## config.mk

```make
export PLATFORM = sky130hd
export DESIGN_NAME = core_if
export DESIGN_NICKNAME = d
export VERILOG_FILES = /design/src/rtl/core_if.sv
export SDC_FILE = /design/constraint.sdc
export NUM_CORES = 1
export LEC_CHECK = 0
export BUFFER_PORTS_ARGS = -buffer_cell sky130_fd_sc_hd__clkbuf_2
export CORE_MARGIN = 3
export CORE_UTILIZATION = 52
export DETAILED_ROUTE_END_ITERATION = 12
export PLACE_DENSITY = 0.76
export REMOVE_ABC_BUFFERS = 1
export SYNTH_ARGS = -nofsm -noshare
export SYNTH_HDL_FRONTEND = slang
export SYNTH_SLANG_ARGS = --single-unit
```

## constraint.sdc

```tcl
create_clock -name clk -period 14.1 [get_ports clk]
set_clock_uncertainty 0.05 [all_clocks]
set_input_delay 3.525 -clock clk [delete_from_list [all_inputs] [get_ports clk]]
set_output_delay 3.525 -clock clk [all_outputs]
set_load 0.01 [all_outputs]
```

## src/rtl/core_if.sv

```systemverilog
// core_if -- instruction fetch stage of the i2d core.
//
// Keeps the fetch PC, issues single-outstanding word reads on the instruction
// memory port, buffers returned words in a QDEPTH-entry prefetch queue and
// presents the queue head to decode. Handles redirects, exceptions, decode
// stalls and fetch bus errors. Inserts NOP bubbles when the queue is empty.
//
// Parameters:
//   RESET_PC    fetch address after reset
//   QDEPTH      prefetch queue entries (power of two, >= 2)
// Ports:
//   clk, rst                  clock, synchronous active-high reset
//   imem_req/imem_addr        registered read request and word address
//   imem_ack/rdata/err        completion, data and bus error from memory
//   id_halt                   decode stalled, head not consumed
//   redirect/redirect_pc      taken branch / call / ret / rfe target
//   exc/exc_vector            exception entry target (wins over redirect)
//   if_pc/if_instr            head PC and instruction (bubble when empty/err)
//   if_valid/if_err           head is a real fetch / head came from a fault
module core_if #(
  parameter logic [31:0] RESET_PC = 32'h0000_0000,
  parameter int unsigned QDEPTH   = 2
) (
  input  logic        clk,
  input  logic        rst,
  output logic        imem_req,
  output logic [31:0] imem_addr,
  input  logic        imem_ack,
  input  logic [31:0] imem_rdata,
  input  logic        imem_err,
  input  logic        id_halt,
  input  logic        redirect,
  input  logic [31:0] redirect_pc,
  input  logic        exc,
  input  logic [31:0] exc_vector,
  output logic [31:0] if_pc,
  output logic [31:0] if_instr,
  output logic        if_valid,
  output logic        if_err
);

  localparam int unsigned PW = (QDEPTH > 1) ? $clog2(QDEPTH) : 1;
  localparam int unsigned CW = PW + 1;

  localparam logic [5:0]  OPCODE_NOP = 6'h00;
  localparam logic [31:0] BUBBLE     = {OPCODE_NOP, 26'(2)};
  localparam logic [31:0] RESET_FPC  = RESET_PC & 32'hFFFF_FFFC;

  typedef enum logic [1:0] {S_IDLE, S_FETCH, S_DROP, S_ERR} state_t;

  state_t        state;
  logic [31:0]   fpc;

  logic [31:0]   q_pc    [QDEPTH];
  logic [31:0]   q_instr [QDEPTH];
  logic          q_err   [QDEPTH];
  logic [PW-1:0] rd_ptr;
  logic [PW-1:0] wr_ptr;
  logic [CW-1:0] count;

  logic          redir;
  logic [31:0]   target;
  logic [31:0]   fpc_inc;
  logic          head_valid;
  logic          pop;
  logic          push;
  logic [CW:0]   occ;
  logic          credit;

  always_comb begin
    redir      = redirect | exc;
    target     = (exc ? exc_vector : redirect_pc) & 32'hFFFF_FFFC;
    fpc_inc    = fpc + 32'd4;
    head_valid = (count != '0);

    if_valid   = head_valid;
    if_err     = head_valid & q_err[rd_ptr];
    if_pc      = head_valid ? q_pc[rd_ptr] : fpc;
    if_instr   = (head_valid && !q_err[rd_ptr]) ? q_instr[rd_ptr] : BUBBLE;

    pop        = head_valid & ~id_halt & ~redir;
    push       = (state == S_FETCH) & imem_ack & ~redir;

    // In FETCH the outstanding word is counted as already occupying a slot,
    // so an ack plus immediate reissue never oversubscribes the queue.
    occ        = (CW + 1)'(count) + (CW + 1)'(state == S_FETCH) - (CW + 1)'(pop);
    credit     = occ < (CW + 1)'(QDEPTH);
  end

  always_ff @(posedge clk) begin
    if (rst) begin
      state     <= S_IDLE;
      imem_req  <= 1'b0;
      imem_addr <= RESET_FPC;
      fpc       <= RESET_FPC;
      count     <= '0;
      rd_ptr    <= '0;
      wr_ptr    <= '0;
    end else begin
      // Prefetch queue
      if (redir) begin
        count  <= '0;
        rd_ptr <= '0;
        wr_ptr <= '0;
      end else begin
        if (push) begin
          q_pc[wr_ptr]    <= imem_addr;
          q_instr[wr_ptr] <= imem_rdata;
          q_err[wr_ptr]   <= imem_err;
          wr_ptr          <= wr_ptr + PW'(1);
        end
        if (pop) begin
          rd_ptr <= rd_ptr + PW'(1);
        end
        count <= count + CW'(push) - CW'(pop);
      end

      // Request FSM
      unique case (state)
        S_IDLE: begin
          if (redir) begin
            fpc       <= target;
            imem_addr <= target;
            imem_req  <= 1'b1;
            state     <= S_FETCH;
          end else if (credit) begin
            imem_addr <= fpc;
            imem_req  <= 1'b1;
            state     <= S_FETCH;
          end
        end

        S_FETCH: begin
          if (imem_ack) begin
            if (redir) begin
              // Returned word belongs to the old stream: drop it and go
              // straight to the target (queue is flushed, so credit holds).
              fpc       <= target;
              imem_addr <= target;
              imem_req  <= 1'b1;
            end else begin
              fpc <= fpc_inc;
              if (imem_err) begin
                imem_req <= 1'b0;
                state    <= S_ERR;
              end else if (credit) begin
                imem_addr <= fpc_inc;
                imem_req  <= 1'b1;
              end else begin
                imem_req <= 1'b0;
                state    <= S_IDLE;
              end
            end
          end else if (redir) begin
            fpc   <= target;
            state <= S_DROP;
          end
        end

        S_DROP: begin
          if (redir) begin
            fpc <= target;
          end
          if (imem_ack) begin
            imem_addr <= redir ? target : fpc;
            imem_req  <= 1'b1;
            state     <= S_FETCH;
          end
        end

        S_ERR: begin
          imem_req <= 1'b0;
          if (redir) begin
            fpc   <= target;
            state <= S_IDLE;
          end
        end

        default: begin
          imem_req <= 1'b0;
          state    <= S_IDLE;
        end
      endcase
    end
  end

endmodule

```

==> key figures, run 1 <==
Worst hold path
  • Tightest Hold Check Type: flop to flop

STA
  • RSZ-0062 raised after global routing: no
  • Setup_tns: 0 ns
  • Relative slew slack: 28.54%
  • Crit path time final: 6.818 ns
  • Final setup vio count: 0
  • Worst-Margin Slew: 1.069 ns
  • F_max: 146.7 MHz
  • Final WS setup: 7.282 ns
  • Final Hold Viols: 0
  • Final slew viol count: 0
  • Final Cycle Share: 48.35%

Routing
  • DR pass1 iterations: 5
  • Routed wire per std cell: 18.45 um
  • Detail Route Antenna Nets: 0
  • Iter 0 DRT Violations: 431
  • Total length of routed wires: 24250 um
  • Drt via density: 5.814
  • Vias: 7640
  • Post-route DRC: 0

GRT
  • Grt ovf: 0
  • Gr usage total: 23.30%
  • Vias in the first global route: 7314
  • First-pass GRT wire length: 38010 um
  • Initial antenna violation count: 0
  • Largest net degree at the start of global routing: 84

CTS
  • CTS Sinks: 202
  • Worst-skew pair later-pin latency: 0.50 ns
  • H-Tree Depth: 1
  • CTS resizes: 0
  • CTS tree: built
  • Num CTS Buffers: 22
  • Setup Fix Bufs, Post-CTS: 0
  • Max Root-Sink Buffers: 3
  • CTS clk-pin slew, worst paths: 0.06 ns
  • CTS Root Cell: clkbuf_16
  • CTS Hold Buffers Added: 0

Floorplanning
  • Row Count: 49
  • Die ar.: 20260 um^2
  • Die X: 142.3 um
  • Core area: 18090 um^2
  • Ports: 202
  • Initial cell density of the core: 53.43%
  • Die height: 142.3 um

Final layout
  • Final Core Density: 63.55%
  • Layout cells sized above 1: 23.96%
  • Syn-to-layout area delta: 18.93%
  • Nets: 1175
  • Finished Cell Area: 11490 um^2
  • Diode count: 0
  • Most frequent cells in the layout: clkbuf_2 (197), edfxtp_1 (130), nand2_1 (98)
  • Commonest non-fill, non-tap cell in the layout: clkbuf_2

Yosys
  • Yosys warnings: 0
  • Yosys cell types: 59
  • Mapped cell area: 9664 um^2
  • Post-synth top area share: 40.39%
  • Synth Area per Inst: 10.64 um^2
  • Top_reg_cell synth: edfxtp_1
  • Register bit total from synthesis: 202
  • Synth Instances: 908
  • Largest area contributor in the netlist: edfxtp_1
  • Area contributors post-synth: edfxtp_1 (40%), dfxtp_1 (15%), mux2i_1 (9.1%), nand2_1 (3.8%), nor2_1 (3.7%)
  • Post-synthesis sequential area ratio: 55.31%
  • Post-synth ARST share: 0%
  • Post-synth EDFFs: 130

Placement
  • Cell Area, Placed: 10770 um^2
  • GPL Wtd Cong: 0.8201
  • PortBufs: 197
  • Post-DP HPWL: 15090 um
  • Post-place setup slack: 6.850 ns

Status
  • Run status: finished clean

Critical path
  • Bufs and invs on worst path: 2
  • Critical path's slowest cell: a221o_2
  • Crit path capture type: flop
  • CP Cell Sequence: clkbuf_2, buf_4, or2_2, nor2_1, xnor2_1, nand2_1, fa_1, xnor2_1, a211oi_1, a221o_2, a311oi_1, a21oi_1, o22ai_1
  • Crit path max fanout: 56
  • Largest delay contributor family on the critical path: compound AO/OA/AOI/OAI gates
  • Worst setup path category: input port to flop
  • Worst Path Required: 14.40 ns
  • Crit path DAT: 7.12 ns
  • Maximum single-stage delay on the critical path: 0.83 ns
  • Most used cell, CP: xnor2_1
  • CP startpoint kind: input port

Power and ir drop
  • Worst vdd ir: 0.00009869 V
  • Leak Pwr: 0.004383 uW
  • Pwr Density: 122.5 nW/um^2

Flow run
  • # Max-Cap Violations: 0
cell type report:
type                    instances  area, um^2
inverters                      12       45.04
fillers                      1475        6593
flip-flops and latches        202        5349
clock inverters                 8       90.09
clock buffers                  32       629.4
multi-input cells             620        4003
repair buffers                211        1091
well taps                     229       286.5
worst paths after layout:
| path | startpoint | to | slack (ns) | cells past startpoint |
|---|---|---|---|---|
| max | redirect | imem_addr[31] | 7.28 | 13 |
| min | imem_addr[27] | q_pc[0][27] | 0.43 | 0 |
| max reg2reg | count[1] | imem_addr[31] | 10.35 | 10 |
| min reg2reg | imem_addr[27] | q_pc[0][27] | 0.43 | 0 |
sequential cells by signal, summed over array words and instances, names as in the netlist, named ones only:
signal and cells:
wr_ptr 1, imem_req 1, q_err 2, imem_addr 32, rd_ptr 1, count 2
q_instr 64, fpc 32, state 2, q_pc 64
metrics by stage:
stage,total power (uW),std cells,hold WS [ns]
final,1408,1314,0.4327
after global routing,1464,1314,0.4492
after CTS,1416,1314,0.4365
after detailed placement,845.6,1274,0.4229
after global placement,842.1,1274,0.4107
after floorplan,770.7,834,0.4028
report_power, final:
part	total (uW)	switching [uW]	internal, uW
registers	680	25.8	654
logic	155	92.0	63.2
clock network	574	228	346
total	1410	345	1060
per-layer routing:
layer  up-vias  routed length (um)  track usage [%]  part of all wire (%)
li1       3669                   -                -                     -
met1      3648               10470            31.53                    43
met2       287               11510            39.30                    47
met3        36                1830            4.032                   7.5
met4         0                 436            5.953                   1.8
met5         -                   0                0                     0
cells in the mapped netlist, drive strengths merged, types with 5 or more instances:
cell type  count
a221oi        12
a222oi         6
a311oi         5
buf           23
xnor2         31
nand3b         8
nand3         24
and3           5
edfxtp       130
clkbuf        51
and2          13
a211oi        14
o21ai         60
mux2i         88
a21oi         42
o211ai        18
dfxtp         72
nor3          14
o41ai         17
inv           12
xor2           7
nor2          97
o21a           9
nand4         10
nand2         99
cells by family (layout without fill, tap and decap cells):
kind of cell	after synthesis	after routing	share of synthesized area, %
AOI/OAI and AO/OA	203	203	14.00
xor gates and xnor gates	38	38	3.444
adders and majority gates	3	3	0.4660
buffers and inverters	86	263	3.521
DFF	202	202	55.31
muxes	89	89	9.231
and+or+nand+nor	287	287	14.03
(Power assumes the default switching activity.)
==> inputs of run 2 (changes only) <==
- CORE_UTILIZATION: 52 -> 50
- PLACE_DENSITY: 0.76 -> 0.77
- clock period: 14.1 -> 6 ns (I/O delays scaled with it)
==> run 2 against run 1 <==
Clock power rose by 130%. Final cell count rose by 2.5%. First-iteration DRC count rose by 20%. Non-clock buffer count did not move. Critical path depth fell by 8. Power rose by 130%. Combinational power rose by 140%. Critical endpoint is now if_instr[12]. Clock-buffer cell count fell by 2. Global-route usage fell by 0.073 points. Sequential power rose by 140%. Wire length rose by 3.1%. Design area rose by 0.39%.
==> key figures, run 2 (synthesis gave the netlist of run 1 again) <==
Status
  • Run status: finished clean

GRT
  • Met1 usage: 31.04%
  • Most crowded layer after global routing: met2
  • Met2 usage: 39.53%
  • Met3 Use GR: 3.560%
  • Vias in the first global route: 7537
  • Initial antenna violation count: 0
  • Largest net degree at the start of global routing: 84
  • Gr usage total: 23.23%
  • First-pass GRT wire length: 39960 um
  • Grt ovf: 0

Worst hold path
  • Tightest Hold Check Type: flop to flop
  • Hold Path End: q_pc[1][7]
  • HP Start: imem_addr[7]
  • Hold path cells: 0

Final layout
  • Finished Cell Area: 11540 um^2
  • Largest regs: q_instr x64, q_pc x64
  • Final Core Density: 61.28%
  • Most frequent cells in the layout: clkbuf_2 (197), edfxtp_1 (130), nand2_1 (98)
  • Diode count: 0
  • Layout cells sized above 1: 24.56%
  • Commonest non-fill, non-tap cell in the layout: clkbuf_2
  • Syn-to-layout area delta: 19.39%
  • Nets: 1176

Critical path
  • Bufs and invs on worst path: 2
  • Worst Path Required: 4.45 ns
  • CP Cell Sequence: nor2_4, inv_1, nand2_1, nor2_1, clkbuf_2
  • RR Startpoint: count[1]
  • Maximum single-stage delay on the critical path: 0.86 ns
  • Largest delay contributor family on the critical path: simple AND/OR/NAND/NOR gates
  • Critical path's slowest cell: nand2_1
  • R2R setup slack: 2.23 ns
  • R2R cell count: 9
  • CP startpoint kind: flop
  • Crit path DAT: 3.01 ns
  • Crit path max fanout: 37
  • Crit path capture type: output port
  • Worst setup path category: flop to output port
  • Worst R2R End: imem_addr[31]

STA
  • Setup_tns: 0 ns
  • RSZ-0062 raised after global routing: no
  • F_max: 219.3 MHz
  • Worst-Margin Slew: 1.108 ns
  • Final Cycle Share: 76.01%
  • Final slew viol count: 0
  • Final setup vio count: 0
  • Crit path time final: 4.561 ns
  • Final Hold Viols: 0
  • Relative slew slack: 25.93%

CTS
  • H-Tree Depth: 1
  • CTS resizes: 0
  • CTS Root Cell: clkbuf_16
  • Num CTS Buffers: 23
  • CTS clk-pin slew, worst paths: 0.06 ns
  • CTS Sinks: 202
  • CTS tree: built
  • Worst-skew pair later-pin latency: 0.51 ns
  • Setup Fix Bufs, Post-CTS: 0
  • CTS Hold Buffers Added: 0
  • Max Root-Sink Buffers: 3

Placement
  • PortBufs: 197
  • Cell Area, Placed: 10810 um^2
  • Post-DP HPWL: 15530 um
  • GPL Wtd Cong: 0.8273

Routing
  • Post-route DRC: 0
  • Vias: 7690
  • Total length of routed wires: 25000 um
  • Iter 0 DRT Violations: 517
  • DR pass1 iterations: 8
  • Drt via density: 5.709
  • Detail Route Antenna Nets: 0
  • Routed wire per std cell: 18.56 um

Floorplanning
  • Die height: 145.0 um
  • Core area: 18830 um^2
  • Die ar.: 21030 um^2
  • Die X: 145.0 um
  • Initial cell density of the core: 51.32%
  • Row Count: 50
  • Ports: 202

Flow run
  • # Max-Cap Violations: 0

Power and ir drop
  • Worst vdd ir: 0.0002357 V
  • Pwr Density: 284.9 nW/um^2
  • Design Power: 3287 uW
  • Leak Pwr: 0.004400 uW
run 2: changes by cell type in the layout (fill, tap and decap cells not counted), sizes merged:
cell / change
clkbuf: -2
bufinv: -2
inv: +1
clkinv: +5
run 2: metal layers:
layer / vias up / share of wire [%]
li1: 3676 / -
met1: 3688 / 43
met2: 278 / 48
met3: 48 / 6.9
met4: 0 / 2.3
met5: - / 0
run 2: final cells by class:
cell class | instances | area, um^2
inverters | 12 | 45.04
fillers | 1544 | 7292
multi-input cells | 620 | 4003
well taps | 260 | 325.3
clock buffers | 30 | 661.9
clock inverters | 12 | 63.81
flip-flops and latches | 202 | 5349
repair buffers | 211 | 1091
run 2: through the flow:
| stage | std cells | hold slack [ns] | worst slack (ns) |
|---|---|---|---|
| floorplan | 834 | 0.4028 | -1.925 |
| global placement | 1305 | 0.4104 | 1.292 |
| detailed placement | 1305 | 0.4158 | 1.189 |
| CTS | 1347 | 0.4325 | 1.366 |
| global route | 1347 | 0.4498 | 1.175 |
| finish | 1347 | 0.4283 | 1.439 |
run 2: worst max-delay path by stage:
stage / from / end / slack, ns / depth (start not counted)
after floorplan: redirect / q_err[0] / -1.93 / 3
after global placement: redirect / imem_addr[31] / 1.29 / 12
after detailed placement: redirect / imem_addr[31] / 1.19 / 12
after CTS: count[1] / if_instr[12] / 1.37 / 5
after global routing: count[1] / if_instr[29] / 1.17 / 5
final: count[1] / if_instr[12] / 1.44 / 5
run 2: power breakdown:
group / internal, uW / switching [uW] / leakage [uW] / total, uW
sequential: 1540 / 61.3 / 0.00179 / 1600
clock: 778 / 543 / 0.000366 / 1320
combinational: 148 / 219 / 0.00225 / 368
total: 2460 / 824 / 0.00440 / 3290
